File: src/rtl/alu_arbiter_ctrl.sv
// Two-requester round-robin front end for a shared fixed-latency ALU.
// Latches one operation per grant, waits ALU_LAT cycles, then holds the result until the consumer takes it.
module alu_arbiter_ctrl #(
    parameter int unsigned ALU_LAT = 1
) (
    input  logic       clk,
    input  logic       rst,
    input  logic       req0_valid,
    input  logic       req1_valid,
    output logic       req0_ready,
    output logic       req1_ready,
    input  logic [3:0] req0_a,
    input  logic [3:0] req0_b,
    input  logic [3:0] req0_op,
    input  logic [3:0] req1_a,
    input  logic [3:0] req1_b,
    input  logic [3:0] req1_op,
    output logic [3:0] alu_a,
    output logic [3:0] alu_b,
    output logic [3:0] alu_opcode,
    input  logic [3:0] alu_out,
    input  logic       alu_z,
    input  logic       alu_c,
    input  logic       alu_v,
    input  logic       alu_p,
    output logic       rsp_valid,
    input  logic       rsp_ready,
    output logic       rsp_id,
    output logic [3:0] rsp_out,
    output logic [3:0] rsp_flags,
    output logic       busy
);

    typedef enum logic [1:0] {
        IDLE = 2'd0,
        EXEC = 2'd1,
        RESP = 2'd2
    } state_t;

    state_t     state;
    state_t     state_nxt;
    logic [3:0] lat_cnt;
    logic       last_id;   // requester that completed most recently; resets to 1 so requester 0 wins the first tie
    logic       grant;
    logic       grant_id;

    // NOTE: every signal driven here gets a default first, so no path leaves one unassigned and no latch is inferred.
    always_comb begin
        state_nxt  = state;
        grant      = 1'b0;
        grant_id   = 1'b0;
        req0_ready = 1'b0;
        req1_ready = 1'b0;
        rsp_valid  = 1'b0;
        case (state)
            IDLE: begin
                // Reset gates the grant so a request seen during reset is never acknowledged.
                if (!rst && (req0_valid || req1_valid)) begin
                    grant      = 1'b1;
                    grant_id   = (req0_valid && req1_valid) ? ~last_id : req1_valid;
                    req0_ready = ~grant_id;
                    req1_ready = grant_id;
                    state_nxt  = EXEC;
                end
            end
            EXEC: begin
                if (lat_cnt == 4'd1) begin
                    state_nxt = RESP;
                end
            end
            RESP: begin
                rsp_valid = 1'b1;
                if (rsp_ready) begin
                    state_nxt = IDLE;
                end
            end
            default: state_nxt = IDLE;
        endcase
    end

    assign busy = (state != IDLE);

    // NOTE: registers use non-blocking assignments so every flop samples pre-edge values and updates together.
    always_ff @(posedge clk) begin
        if (rst) begin
            state <= IDLE;
        end else begin
            state <= state_nxt;
        end
    end

    always_ff @(posedge clk) begin
        if (rst) begin
            alu_a      <= 4'd0;
            alu_b      <= 4'd0;
            alu_opcode <= 4'd0;
            rsp_id     <= 1'b0;
            rsp_out    <= 4'd0;
            rsp_flags  <= 4'd0;
            lat_cnt    <= 4'd0;
            last_id    <= 1'b1;
        end else begin
            if (grant) begin
                alu_a      <= grant_id ? req1_a  : req0_a;
                alu_b      <= grant_id ? req1_b  : req0_b;
                alu_opcode <= grant_id ? req1_op : req0_op;
                rsp_id     <= grant_id;
                lat_cnt    <= 4'(ALU_LAT);
            end
            if (state == EXEC) begin
                lat_cnt <= lat_cnt - 4'd1;
                // The count reads 1 exactly ALU_LAT cycles after the grant edge.
                if (lat_cnt == 4'd1) begin
                    rsp_out   <= alu_out;
                    rsp_flags <= {alu_z, alu_c, alu_v, alu_p};
                end
            end
            if (rsp_valid && rsp_ready) begin
                last_id <= rsp_id;
            end
        end
    end

endmodule
File: config.mk
export PLATFORM = sky130hd
export DESIGN_NAME = alu_arbiter_ctrl
export DESIGN_NICKNAME = d
export VERILOG_FILES = /design/src/rtl/alu_arbiter_ctrl.sv
export SDC_FILE = /design/constraint.sdc
export NUM_CORES = 1
export LEC_CHECK = 0
export BUFFER_PORTS_ARGS = -buffer_cell sky130_fd_sc_hd__buf_2
export CAP_MARGIN = 20
export CORE_UTILIZATION = 50
export DETAILED_ROUTE_END_ITERATION = 16
export PLACE_DENSITY = 0.84
export SETUP_SLACK_MARGIN = 0.5
export SLEW_MARGIN = 20
export SYNTH_ARGS = -nofsm -noshare
export SYNTH_HDL_FRONTEND = slang
export SYNTH_SLANG_ARGS = --single-unit
File: constraint.sdc
create_clock -name clk -period 2.6 [get_ports clk]
set_input_delay 0.13 -clock clk [delete_from_list [all_inputs] [get_ports clk]]
set_output_delay 0.13 -clock clk [all_outputs]
set_load 0.03 [all_outputs]
==> run_results.csv <==
group,metric,value,unit
run_status,run_status,"completed",
placed_design,hpwlAfterDp,2310,um
power,vdd_drop_max,603,uV
detailed_routing,viasPerCell,5.58,
detailed_routing,wl_per_cell,13.3,um
synth,synth_area,1380,sq um
sta,final_hold_viol_count,0,
synth,synth_cells,153,
grt,grt_pass1_vias,1158,
synth,yosysSeqAreaShare,0.407,
flow_run,maxCapViolations,0,
floorplanning,die_area,2970,sq um
grt,grt_pass1_wl,4960,um
cells_and_area,fill_cells,214,
grt,antenna_found_initial,0,
min_path,hold_class,"in2reg",
power,power.density,815,nW/um^2
cells_and_area,nNetsFinal,248,
clocking,cts_buffers,3,
synth,synth_ff_type,"dfxtp_1",
clocking,cts_setup_buffers,0,
floorplanning,die_h,54.5,um
clocking,htree_levels,1,
clocking,hold_buffers,0,
cells_and_area,stdcell_area,1700,sq um
cells_and_area,instances_no_fill,238,
cells_and_area,fin_util,0.669,
sta,slew_headroom,0.415,
detailed_routing,drt_iter0_drc,20,
placed_design,dp_cells,234,
detailed_routing,route.detailed.drc,0,
detailed_routing,first_pass_iters,5,
synth,synth_compound_area_frac,0.351,
synth,syn-mean-instance-area,9.00,sq um
sta,setup_slack,981,ps
placed_design,place_area,1650,sq um
synth,syn-num-nets,192,
power,finalPower,1.39,mW
sta,fin_crit_sh,0.623,
floorplanning,num_rows,18,
sta,finalSetupViolations,0,
clocking,cts_sinks,28,
sta,setup-tns-final,0,ps
clocking,root_buffer,"clkbuf_4",
grt,track_usage,0.234,
synth,synth_top_family_by_area,"compound AO/OA/AOI/OAI gates",
synth,synth_xor_area_frac,0,
synth,synthMuxAreaShare,0,
synth,ys_ff_latch,28,
cells_and_area,num_antenna_cells,0,
detailed_routing,vias,1329,
cells_and_area,final_cell_mix,"buf_2 (61), dfxtp_1 (28), nand2_1 (26), a21oi_1 (24), a311oi_2 (10)",
critical_path,arrival,1810,ps
synth,synth_fa_ha_area_frac,0.0182,
grt,grt_start_max_net_pins,31,
cells_and_area,drive_above_1_share,0.404,
critical_path,cp-end-kind,"flop",
sta,slew_viol_final,0,
sta,tightest_slew,876,ps
synth,synthDistinctLibCells,34,
power,p_leak,0.752,nW
sta,whs,28.4,ps
critical_path,critical_path_class,"reg2reg",
placed_design,gp_congestion,0.714,
clocking,clkLatencyLatePin,330,ps
placed_design,io_buffers,61,
grt,overflow,0,
placed_design,dp_slack,948,ps
critical_path,worst_setup_path_start_kind,"flop",
synth,async_flop_share,0,
critical_path,startpoint,"state[1]",
clocking,tritoncts,"done",
floorplanning,coreArea,2540,sq um
sta,finClkSkew,2.43,ps
critical_path,reg2reg_from,"state[1]",
cells_and_area,final_common_cell,"buf_2",
cells_and_area,syn_to_final_growth,23.7,%
clocking,clk_pin_slew_worst_paths,150,ps
floorplanning,initial_core_util,0.541,
floorplanning,die_w,54.5,um
synth,synth_edf_count,0,
min_path,holdCritStartpoint,"alu_p",
sta,fmax,618,MHz
synth,synthSimpleGateAreaFrac,0.155,
synth,ys_warn_count,0,
detailed_routing,drtAntennaViolNets,0,
critical_path,cp_max_fo,15,
clocking,cts_resized,0,
sta,post-route-min-period,1620,ps
floorplanning,boundaryPins,62,
critical_path,worst_ep_required_time,2790,ps
sta,rsz0062_at_grt,"false",
clocking,clock_path_buffers,2,
detailed_routing,wl,3170,um
-- cells in the mapped netlist, types with 2 or more instances --
| cell type | n | share of area |
|---|---|---|
| o21a_1 | 3 | 0.016 |
| nor2_2 | 2 | 0.0091 |
| buf_2 | 4 | 0.015 |
| a21oi_1 | 24 | 0.087 |
| buf_6 | 3 | 0.025 |
| a311oi_2 | 10 | 0.11 |
| buf_4 | 2 | 0.011 |
| clkbuf_1 | 2 | 0.0055 |
| nor2b_1 | 2 | 0.0091 |
| nand2b_1 | 2 | 0.0091 |
| inv_1 | 4 | 0.011 |
| nand3_1 | 8 | 0.029 |
| nand2_1 | 26 | 0.071 |
| dfxtp_1 | 28 | 0.41 |
| a211oi_1 | 2 | 0.011 |
| a311oi_1 | 2 | 0.013 |
| nor2_1 | 3 | 0.0082 |
| o21ai_0 | 9 | 0.033 |
| ha_1 | 2 | 0.018 |
-- power breakdown --
part	switching [mW]	leakage, nW	internal (mW)
registers	0.0543	0.230	0.500
logic	0.362	0.495	0.187
clock network	0.129	0.0279	0.156
total	0.545	0.752	0.843
-- layer usage --
layer | vias up | part of all wire | GRT usage
met2 | 46 | 0.52 | 0.421
li1 | 665 | - | -
met4 | 0 | 0.014 | 0.0897
met5 | - | 0 | 0
met3 | 6 | 0.044 | 0.0333
met1 | 612 | 0.43 | 0.277
-- logic make-up (layout without fill, tap and decap cells) --
logic type | after synthesis | after routing
fa+ha+maj | 2 | 2
compound gates | 61 | 61
flops | 28 | 28
buf+inv | 16 | 71
simple gates | 46 | 46
-- critical path, cell delays in order, from the launching register on --
cell and delay (ps):
dfxtp_1 360, nor2_2 100, buf_4 200, inv_2 80
nor2_2 530, a311oi_2 200
-- flip-flops by register name (all words and copies together) (netlist names) --
name and flops:
alu_a 4, alu_b 4, alu_opcode 4, last_id 1, lat_cnt 4, rsp_flags 4
rsp_id 1, rsp_out 4, state 2
-- final cells by class --
| class | count | area [sq um] | share of cell area |
|---|---|---|---|
| clock buffer | 3 | 22.5 | 0.0132 |
| clock inverter | 1 | 30.0 | 0.0176 |
| inverter | 5 | 18.8 | 0.0110 |
| multi-input combinational | 109 | 721 | 0.423 |
| sequential | 28 | 561 | 0.329 |
| tap | 30 | 37.5 | 0.0220 |
| timing repair buffer | 62 | 313 | 0.184 |
-- worst paths after layout --
check                 end  slack [ps]  cells after the start
max              alu_a[0]         980                      5
min          rsp_flags[0]          30                      3
max reg2reg      alu_a[0]         980                      5
min reg2reg    rsp_out[3]         480                      2
(Power assumes the default switching activity.)
